--- src/rtl/evt_delay_line.sv ---
// Event-driven delay line: DEPTH-stage data/valid pipeline with a selectable output tap,
// event toggle flag and event counter. EVT_CNT_SAT_EN selects a saturating counter with sticky overflow.
module evt_delay_line #(
    parameter int WIDTH = 16,
    parameter int DEPTH = 8,
    parameter int CNT_W = 8
) (
    input  logic                     clk,
    input  logic                     rst,
    input  logic                     evt_in,
    input  logic [WIDTH-1:0]         data_in,
    input  logic [$clog2(DEPTH)-1:0] tap_sel,
    input  logic                     flush,
    output logic [WIDTH-1:0]         data_out,
    output logic                     valid_out,
    output logic                     toggle_out,
    output logic                     busy,
    output logic [CNT_W-1:0]         evt_count,
    output logic                     overflow
);

    // state | meaning
    // IDLE  | no stage holds a valid sample
    // RUN   | at least one stage holds a valid sample
    typedef enum logic {IDLE, RUN} state_t;

    localparam logic [CNT_W-1:0] CNT_MAX = '1;

    state_t           state;
    logic [WIDTH-1:0] stage_data [DEPTH];
    logic [DEPTH-1:0] stage_vld;

    always_ff @(posedge clk) begin
        if (rst) begin
            state      <= IDLE;
            stage_vld  <= '0;
            toggle_out <= 1'b0;
            evt_count  <= '0;
            overflow   <= 1'b0;
            for (int k = 0; k < DEPTH; k++) begin
                stage_data[k] <= '0;
            end
        end else begin
            // Stage 0 keeps its old data between events; the data path shifts every cycle.
            if (evt_in) begin
                stage_data[0] <= data_in;
            end
            for (int k = 1; k < DEPTH; k++) begin
                stage_data[k] <= stage_data[k-1];
            end

            if (flush) begin
                stage_vld <= '0;
            end else begin
                stage_vld <= {stage_vld[DEPTH-2:0], evt_in};
            end

            // busy tracks whether any valid survives this edge
            case (state)
                IDLE: begin
                    if (evt_in && !flush) begin
                        state <= RUN;
                    end
                end
                RUN: begin
                    if (flush || (!evt_in && stage_vld[DEPTH-2:0] == '0)) begin
                        state <= IDLE;
                    end
                end
                default: state <= IDLE;
            endcase

            if (evt_in) begin
                toggle_out <= ~toggle_out;
            end

`ifdef EVT_CNT_SAT_EN
            if (evt_in) begin
                if (evt_count == CNT_MAX) begin
                    overflow <= 1'b1;
                end else begin
                    evt_count <= evt_count + 1'b1;
                end
            end
`else
            overflow <= evt_in && (evt_count == CNT_MAX);
            if (evt_in) begin
                evt_count <= evt_count + 1'b1;
            end
`endif
        end
    end

    assign busy = (state == RUN);

    always_comb begin
        data_out  = '0;
        valid_out = 1'b0;
        if (int'(tap_sel) < DEPTH) begin
            data_out  = stage_data[tap_sel];
            valid_out = stage_vld[tap_sel];
        end
    end

endmodule

--- config.mk ---
export PLATFORM = sky130hd
export DESIGN_NAME = evt_delay_line
export DESIGN_NICKNAME = d
export VERILOG_FILES = /design/src/rtl/evt_delay_line.sv
export SDC_FILE = /design/constraint.sdc
export NUM_CORES = 1
export LEC_CHECK = 0
export BUFFER_PORTS_ARGS = -buffer_cell sky130_fd_sc_hd__buf_4
export CAP_MARGIN = 20
export CORE_AREA = 2 2 105 107
export DETAILED_ROUTE_END_ITERATION = 7
export DIE_AREA = 0 0 107 109
export HOLD_SLACK_MARGIN = 0.02
export PLACE_DENSITY = 0.81
export REMOVE_ABC_BUFFERS = 1
export SYNTH_ARGS = -nofsm -noshare
export SYNTH_HDL_FRONTEND = slang
export SYNTH_SLANG_ARGS = --single-unit
--- constraint.sdc ---
create_clock -name clk -period 1.37 [get_ports clk]
set_clock_uncertainty 0.2 [all_clocks]
set_input_delay 0.0685 -clock clk [delete_from_list [all_inputs] [get_ports clk]]
set_output_delay 0.0685 -clock clk [all_outputs]
set_load 0.02 [all_outputs]
==> reports/qor.txt, run 1 <==
Hold Fails Final Rpt -> 0
initial antenna violation count -> 0
synth unique cells -> 27
Avg Synthesized Cell Area -> 12.8 um^2
Antenna Violating Nets Remaining -> 0
P per Cell Area -> 1390 mW/mm^2
DR WL/cell -> 15.6 um
Worst EP required -> 1.10 ns
leakage -> 2.95 nW
RD Place Congestion -> 0.751
Max Cap Violations -> 0
Layout area overhead -> 33.7%
failing checks -> negative setup slack
HPWL after DPL -> 6230 um
final worst slack -> -0.633 ns
Peak VDD IR -> 0.00110 V
Initial Util -> 0.501
Initial DRC Count -> 112
CP max FO -> 2
overall routing resource usage -> 0.191
headroom to the max-slew limit -> 0.729
DRC errors left -> 0
sequential cell area fraction in the yosys report -> 0.554
max-slew violation count -> 0
CP arrival -> 1.73 ns
GRT Residual Overflow -> 0
die area -> 0.0117 mm^2
largest net degree at the start of global routing -> 97
buffer depth of the longest clock path -> 2
vias in the first global route -> 3478
Post-DP Area -> 0.00608 mm^2
Post-Route WL -> 10500 um
register clock-pin slew on the reported worst setup and hold paths -> 0.06 ns
overall power -> 9.85 mW
non-filler cells in the finished layout -> 672
crit end category -> output pin
slowest cell delay on critical path -> 0.47 ns
TritonRoute pass-1 iters -> 4
core region area -> 0.0106 mm^2
cells along the critical path -> mux4_2, mux2_4, buf_6
I/O Pins -> 51
Max Used Layer -> met4
status -> finished with violations
clock latency at the later pin of the worst-skew pair -> 0.53 ns
ratio of final minimum period to clock period -> 1.46
fin nets -> 544
Synth Register Bits -> 147
CTS tree -> built
Met3 Routed Length -> 406 um
cts bufs inserted -> 17
met1 wire length -> 4740 um
share of cells above drive strength 1 -> 0.427
final instance area -> 0.00711 mm^2
Synth Warn # -> 0
Final min period -> 2.00 ns
clk sinks -> 147
number of port buffers -> 50
Post-Syn Area -> 0.00532 mm^2
Vias -> 3335
Worst Tran Pin Value -> 0.406 ns
min-delay worst type -> in2reg
placed cells -> 615
CP Class -> reg2out
first-pass GRT wire length -> 16800 um
standard-cell rows -> 38
maximum clock rate -> 499 MHz
dpl ws -> -0.284 ns
RR Startpoint -> evt_count[1]
root buf cell -> clkbuf_8
setup violators final -> 18
H-Tree Depth -> 4
die height -> 109 um
Die W -> 107 um
Syn Inst Count -> 414
met2 WL -> 5190 um
RSZ-0062 raised after global routing -> yes
commonest non-fill, non-tap cell in the layout -> nor2b_1
Hold WS -> 0.113 ns
via/cell ratio -> 4.96
most frequent cells in the layout -> 112 x nor2b_1, 106 x dfxtp_1, 68 x buf_4
Worst Setup SP -> stage_data[6][15]
startpoint types -> flip-flop
hold path startpoint -> data_in[14]
CP max-delay cell -> mux4_2
antenna diode count -> 0
-- power breakdown --
| group | switching [mW] | total, mW | leakage, nW | internal (mW) |
|---|---|---|---|---|
| logic | 0.288 | 0.667 | 1.44 | 0.379 |
| clock network | 1.68 | 4.76 | 0.300 | 3.08 |
| registers | 0.0546 | 4.42 | 1.21 | 4.37 |
-- repair_timing --
item / 4_1_cts / 5_1_grt
resized for setup: 81 / 36
hold buffers: 19 / 0
endpoints found under the hold margin: 147 / 0
endpoints found under the setup margin: 23 / 25
buffers inserted: 5 / 5
pin swaps: 0 / 6
-- Yosys cell counts --
library cell / n / area (um^2)
buf_6: 4 / 45.0
mux4_1: 24 / 631
or2_2: 1 / 6.26
nor2_1: 23 / 86.3
xnor2_1: 2 / 17.5
xor2_1: 3 / 26.3
and2_1: 8 / 50.1
nor2b_1: 112 / 701
mux2i_1: 18 / 180
buf_1: 3 / 11.3
o21ai_0: 2 / 10.0
nand3_1: 2 / 10.0
clkbuf_1: 18 / 67.6
mux4_2: 10 / 225
nand4_1: 2 / 12.5
mux2_2: 17 / 191
ha_1: 1 / 12.5
nand2b_1: 1 / 6.26
a31o_2: 1 / 8.76
buf_2: 3 / 15.0
nand2_1: 3 / 11.3
a21oi_1: 2 / 10.0
dfxtp_1: 147 / 2940
inv_1: 1 / 3.75
or3_1: 2 / 12.5
nor3_1: 2 / 10.0
nor4_1: 2 / 12.5
-- registers in the layout (all words and copies together), names as in the netlist --
register	count
overflow	1
toggle_out	1
stage_vld	8
evt_count	8
stage_data	128
busy	1
-- per-stage QoR --
| stage | TNS (ns) | util |
|---|---|---|
| 6_report | -10.52 | 0.670 |
| 5_1_grt | -11.58 | 0.670 |
| 4_1_cts | -11.10 | 0.660 |
| 3_5_place_dp | -4.35 | 0.574 |
| 3_3_place_gp | -3.98 | 0.574 |
| 2_1_floorplan | -0.154 | - |
-- cell families after synthesis --
family,after synthesis,share of synthesized area
AND/OR/NAND/NOR,158,0.173
flip-flops,147,0.554
multiplexers,69,0.231
buffers and inverters,29,0.0268
AO/OA/AOI/OAI,5,0.00541
XOR/XNOR,5,0.00824
adder cells (fa/ha/maj),1,0.00235
-- worst max-delay path, delay by kind of cell, from the launching register on --
family | cells | cell delay, ns
muxes | 2 | 0.76
DFF | 1 | 0.32
buffers and inverters | 1 | 0.13
-- path summary, 6_finish.rpt --
kind | slack, ns | cells past startpoint | to
hold / removal | 0.11 | 4 | stage_data[0][14]
setup / recovery | -0.63 | 3 | data_out[15]
hold reg to reg | 0.26 | 1 | stage_data[6][15]
setup reg to reg | 0.01 | 4 | evt_count[6]
-- layer usage --
layer | track usage | up-vias
met4 | 0.0751 | 0
met1 | 0.234 | 1648
met2 | 0.315 | 65
li1 | - | 1610
met3 | 0.0616 | 12
met5 | 0 | -
-- final cells by class --
class,count,area [um^2]
repair buffers,115,1060
clock buffers,21,459
inverters,1,3.75
fillers,789,3500
multi-input cells,238,2250
well taps,140,175
flip-flops and latches,147,3000
clock inverters,10,155
No activity file was read; power rests on OpenSTA's default activity.
==> run 2: changes to the inputs <==
- CORE_AREA: 2 2 105 107 -> 2 2 104 106
- DIE_AREA: 0 0 107 109 -> 0 0 106 108
- PLACE_DENSITY: 0.81 -> 0.79
- clock period: 1.37 -> 1.9 ns (I/O delays scaled with it)
==> run 2 against run 1 <==
  * The run still ends with negative setup slack left
  * Global-route usage fell by 0.20 points
  * Die area decreased by 1.8%
  * Count of clock-buffer cells in the layout fell by 3
  * Total power decreased by 29%
  * Register-to-register slack better by 0.36 ns
  * Critical endpoint is now data_out[14]
  * Largest cell class unchanged
  * Largest power group unchanged
  * Highest routed layer unchanged
==> reports/qor.txt, run 2 (synthesis gave the netlist of run 1 again) <==
status -> finished with violations
failing checks -> negative setup slack
slowest cell delay on critical path -> 0.48 ns
Post-Route WL -> 10000 um
final worst slack -> -0.138 ns
Initial Util -> 0.520
Final min period -> 2.04 ns
startpoint types -> flip-flop
most frequent cells in the layout -> 112 x nor2b_1, 111 x dfxtp_1, 50 x buf_4
Layout area overhead -> 29.6%
Internal -> 5.45 mW
CP Class -> reg2out
die area -> 0.0114 mm^2
H-Tree Depth -> 4
die height -> 108 um
Clk pwr share -> 0.478
P per Cell Area -> 1010 mW/mm^2
cts bufs inserted -> 17
Hold WS -> 0.156 ns
DRC errors left -> 0
fin nets -> 529
DR WL/cell -> 15.3 um
crit end category -> output pin
via/cell ratio -> 5.11
ratio of final minimum period to clock period -> 1.07
placed cells -> 578
Die W -> 106 um
clock latency at the later pin of the worst-skew pair -> 0.52 ns
number of port buffers -> 50
Worst Tran Pin Value -> 0.489 ns
Core Util, Final -> 0.673
Initial DRC Count -> 128
Largest Register -> stage_data
CTS tree -> built
root buf cell -> clkbuf_8
CP arrival -> 1.74 ns
first-pass GRT wire length -> 16700 um
overall routing resource usage -> 0.189
max-slew violation count -> 0
HPWL after DPL -> 5860 um
register clock-pin slew on the reported worst setup and hold paths -> 0.06 ns
buffer depth of the longest clock path -> 2
largest net degree at the start of global routing -> 49
Peak VDD IR -> 0.000639 V
CP top delay family -> multiplexers
initial antenna violation count -> 0
commonest non-fill, non-tap cell in the layout -> nor2b_1
TritonRoute pass-1 iters -> 5
vias in the first global route -> 3381
Psw -> 1.52 mW
RSZ-0062 raised after global routing -> yes
Vias -> 3341
standard-cell rows -> 37
non-filler cells in the finished layout -> 654
Flop pwr share -> 0.457
core region area -> 0.0102 mm^2
antenna diode count -> 0
setup violators final -> 17
I/O Pins -> 51
combinational fraction of design power -> 0.065
Hold Fails Final Rpt -> 0
Buf/Inv on CP -> 1
Worst EP required -> 1.60 ns
Max Cap Violations -> 0
top flop regs -> stage_data: 128 flops, evt_count: 8 flops, stage_vld: 8 flops
min-delay worst type -> in2reg
CP max-delay cell -> mux4_2
switch share -> 0.218
headroom to the max-slew limit -> 0.674
share of cells above drive strength 1 -> 0.369
GRT Residual Overflow -> 0
maximum clock rate -> 491 MHz
Antenna Violating Nets Remaining -> 0
RD Place Congestion -> 0.740
clk sinks -> 147
CP max FO -> 2
leakage -> 2.83 nW
cells along the critical path -> mux4_2, mux2_4, buf_6
Largest register FFs -> 128
-- run 2: worst register-to-register path, delay by kind of cell (launching register included) --
| kind | cells | cell delay, ns |
|---|---|---|
| buffers and inverters | 2 | 0.70 |
| DFF | 1 | 0.33 |
| and+or+nand+nor | 1 | 0.04 |
| muxes | 1 | 0.13 |
-- run 2: layout make-up --
class                   count  area (um^2)
clock buffers              18          428
clock inverters            14          178
inverters                   1         3.75
repair buffers            100          918
flip-flops and latches    147         2990
fillers                   733         3340
multi-input cells         238         2200
well taps                 136          170
-- run 2: layer usage --
metal / wire, um / global-route usage / share of wire / vias up
met5: 0 / 0 / 0 / -
met4: 90 / 0.0648 / 0.0090 / 0
met3: 339 / 0.0518 / 0.034 / 10
met2: 4870 / 0.303 / 0.49 / 66
met1: 4690 / 0.250 / 0.47 / 1675
li1: - / - / - / 1590
-- run 2: per-stage QoR --
stage	worst slack (ns)	TNS, ns	area, um^2	power [mW]
6_report	-0.138	-1.77	6890	6.97
5_1_grt	-0.186	-2.65	6890	7.22
4_1_cts	-0.142	-2.06	6850	7.02
3_5_place_dp	0.159	0	5790	3.60
3_3_place_gp	0.185	0	5790	3.59
2_1_floorplan	0.402	0	5180	3.40
-- run 2: path summary, 6_finish.rpt --
path	start	to	slack (ns)	depth (start not counted)
hold / removal	data_in[9]	stage_data[0][9]	0.16	4
hold reg to reg	stage_data[5][0]	stage_data[6][0]	0.25	1
setup reg to reg	stage_data[0][13]	stage_data[0][13]	0.37	4
setup / recovery	stage_data[6][14]	data_out[14]	-0.14	3
-- run 2: power by group through the flow --
stage / clock (mW) / combinational (mW) / sequential, mW
after global routing: 3.54 / 0.492 / 3.19
final: 3.33 / 0.455 / 3.19
after detailed placement: 0 / 0.354 / 3.25
after floorplan: 0 / 0.155 / 3.24
after global placement: 0 / 0.343 / 3.24
after CTS: 3.38 / 0.454 / 3.18
-- run 2: repair_timing --
| item | 4_1_cts | 5_1_grt |
|---|---|---|
| setup endpoints to repair | 17 | 18 |
| setup buffers | 12 | 2 |
| hold buffers | 30 | 0 |
| resized for setup | 79 | 16 |
| endpoints found under the hold margin | 62 | 0 |
==> run 3: changes to the inputs <==
- BUFFER_PORTS_ARGS: -buffer_cell sky130_fd_sc_hd__buf_4 -> unset
- DONT_BUFFER_PORTS: unset -> 1
- PLACE_DENSITY: 0.79 -> 0.71
- SETUP_SLACK_MARGIN: unset -> 0.4
==> run 3 against run 2 <==
  * Synthesized cell count is the same
  * The flow now stops in clock tree synthesis (4_1_cts)
  * Synthesized area is the same
==> reports/qor.txt, run 3 <==
status -> stopped before the end
Last stage -> clock tree synthesis (4_1_cts)
error that stopped the run -> [ERROR RSZ-0060] Max buffer count reached.
Synth Register Bits -> 147
hold buffers post-CTS -> 114
Avg Synthesized Cell Area -> 12.8 um^2
Initial Util -> 0.520
count leader, synth -> dfxtp_1
top cell type's share of synthesized area -> 0.554
standard-cell rows -> 37
Commonest cells post-synth -> 147 x dfxtp_1, 112 x nor2b_1, 24 x mux4_1
cts bufs inserted -> 17
H-Tree Depth -> 4
Synth async-reset ratio -> 0
number of port buffers -> 0
sequential cell area fraction in the yosys report -> 0.554
synth unique cells -> 27
I/O Pins -> 51
number of flops mapped to enable cells by yosys -> 0
RD Place Congestion -> 0.692
HPWL after DPL -> 5070 um
root buf cell -> clkbuf_8
Syn Inst Count -> 414
synth top area cells -> dfxtp_1 55%, nor2b_1 13%, mux4_1 12%
dominant synthesized flop cell -> dfxtp_1
buffer depth of the longest clock path -> 2
die height -> 108 um
clk sinks -> 147
post-CTS setup buffer count -> 10
Post-Syn Area -> 0.00532 mm^2
post-synth top area cell -> dfxtp_1
Die W -> 106 um
Synth Warn # -> 0
Post-CTS Resized -> 59
==> run 3: cell counts after synthesis <==
Identical to the previous run, type by type.
==> run 3: cells by family after synthesis <==
group | Yosys count | share of synthesized area
DFF | 147 | 0.554
and+or+nand+nor | 158 | 0.173
muxes | 69 | 0.231
AOI/OAI and AO/OA | 5 | 0.00541
xor gates and xnor gates | 5 | 0.00824
adders and majority gates | 1 | 0.00235
buffers and inverters | 29 | 0.0268
==> run 3: per-stage QoR <==
stage / setup WS [ns] / hold slack [ns] / area, um^2 / std cells
floorplan: 0.402 / -0.0359 / 5180 / 386
global placement: 0.444 / -0.0189 / 5370 / 525
detailed placement: 0.411 / -0.0178 / 5370 / 525
==> run 4: changes to the inputs <==
- CORE_AREA: 2 2 104 106 -> 2 2 122 124
- DIE_AREA: 0 0 106 108 -> 0 0 124 126
- HOLD_SLACK_MARGIN: 0.02 -> unset
- PLACE_DENSITY: 0.71 -> unset
- PLACE_DENSITY_LB_ADDON: unset -> 0.15
- SETUP_SLACK_MARGIN: 0.4 -> unset
==> run 4 against run 3 <==
  * The run now ends clean
==> reports/qor.txt, run 4 (synthesis gave the netlist of run 1 again) <==
commonest non-fill, non-tap cell in the layout -> dfxtp_1
Layout area overhead -> 28.4%
Worst EP required -> 1.60 ns
root buf cell -> clkbuf_16
switch share -> 0.203
largest net degree at the start of global routing -> 83
Final min period -> 1.84 ns
share of cells above drive strength 1 -> 0.147
final instance area -> 0.00683 mm^2
post-CTS setup buffer count -> 0
Flop pwr share -> 0.473
CP max FO -> 3
most frequent cells in the layout -> 145 x dfxtp_1, 112 x nor2b_1, 76 x dlygate4sd3_1
Reg2Reg Depth -> 5
Peak VDD IR -> 0.000607 V
die area -> 0.0156 mm^2
headroom to the max-slew limit -> 0.595
ratio of final minimum period to clock period -> 0.970
overall routing resource usage -> 0.145
Antenna Violating Nets Remaining -> 0
crit end category -> output pin
CTS tree -> built
final worst slack -> 0.0566 ns
Die W -> 124 um
slowest cell delay on critical path -> 0.50 ns
Largest Register -> stage_data
DR WL/cell -> 15.3 um
overall power -> 6.74 mW
cells along the critical path -> mux4_1, mux2_4
initial antenna violation count -> 1
startpoint types -> flip-flop
P per Cell Area -> 987 mW/mm^2
top flop regs -> stage_data: 128 flops, evt_count: 8 flops, stage_vld: 8 flops
setup violators final -> 0
non-filler cells in the finished layout -> 683
Hold Fails Final Rpt -> 0
clk sinks -> 147
Worst Tran Pin Value -> 0.606 ns
via/cell ratio -> 4.67
standard-cell rows -> 44
CP Class -> reg2out
GRT Residual Overflow -> 0
Hold WS -> 0.101 ns
Initial Util -> 0.371
setup slack, reg-to-reg -> 0.18 ns
die height -> 126 um
first-pass GRT wire length -> 17000 um
Post-Route WL -> 10400 um
min-delay worst type -> in2reg
Filler Cells Inserted -> 1291
register clock-pin slew on the reported worst setup and hold paths -> 0.06 ns
I/O Pins -> 51
CP max-delay cell -> mux4_1
max-slew violation count -> 0
clock latency at the later pin of the worst-skew pair -> 0.41 ns
buffer depth of the longest clock path -> 2
hold path cells -> 2
leakage -> 2.89 nW
TritonRoute pass-1 iters -> 4
Psw -> 1.37 mW
DRC errors left -> 0
Post-DP Area -> 0.00543 mm^2
vias in the first global route -> 3392
number of port buffers -> 0
RD Place Congestion -> 0.701
core region area -> 0.0143 mm^2
dpl ws -> 0.320 ns
CP arrival -> 1.55 ns
Largest register FFs -> 128
Vias -> 3187
Initial DRC Count -> 138
status -> completed
Clk pwr share -> 0.483
Internal -> 5.37 mW
HPWL after DPL -> 5270 um
maximum clock rate -> 542 MHz
fin nets -> 509
cts bufs inserted -> 17
Max Cap Violations -> 0
placed cells -> 573
H-Tree Depth -> 4
combinational fraction of design power -> 0.044
==> run 4: final timing paths <==
kind	endpoint	start
setup / recovery	data_out[0]	stage_data[0][0]
hold / removal	stage_data[5][4]	rst
setup reg to reg	evt_count[2]	evt_count[1]
hold reg to reg	stage_data[6][11]	stage_data[5][11]
==> run 4: timing repair <==
| item | CTS | global route |
|---|---|---|
| endpoints found under the setup margin | 0 | 16 |
| hold endpoints to repair | 147 | 0 |
| resized for setup | 0 | 26 |
| hold buffers | 77 | 0 |
==> run 4: area by class of cell <==
class / count / area [um^2] / area share
clock inverters: 9 / 104 / 0.0152
multi-input cells: 238 / 2250 / 0.330
diodes: 1 / 2.50 / 0.000367
inverters: 1 / 3.75 / 0.000550
well taps: 184 / 230 / 0.0337
clock buffers: 23 / 478 / 0.0700
flip-flops and latches: 147 / 2950 / 0.431
repair buffers: 80 / 811 / 0.119
==> run 4: critical path, delay by kind of cell (launching register included) <==
kind / cells / cell delay (ns)
DFF: 1 / 0.31
muxes: 2 / 0.83
==> run 4: power by group through the flow <==
stage          Combinational [mW]  Clock [mW]  Sequential, mW
6_report                    0.297        3.25            3.19
5_1_grt                     0.323        3.48            3.20
4_1_cts                     0.292        3.33            3.19
3_5_place_dp                0.174           0            3.25
3_3_place_gp                0.170           0            3.25
2_1_floorplan               0.155           0            3.24
==> run 4: layer usage <==
layer / track usage / up-vias / part of all wire
met4: 0.0555 / 0 / 0.011
met2: 0.230 / 54 / 0.46
met3: 0.0620 / 10 / 0.060
met1: 0.174 / 1557 / 0.46
met5: 0 / - / 0
li1: - / 1566 / -
==> run 4: through the flow <==
step	TNS, ns	utilization
floorplan	0	-
finish	0	0.477
global route	-0.00148	0.477
detailed placement	0	0.379
CTS	0	0.475
global placement	0	0.379
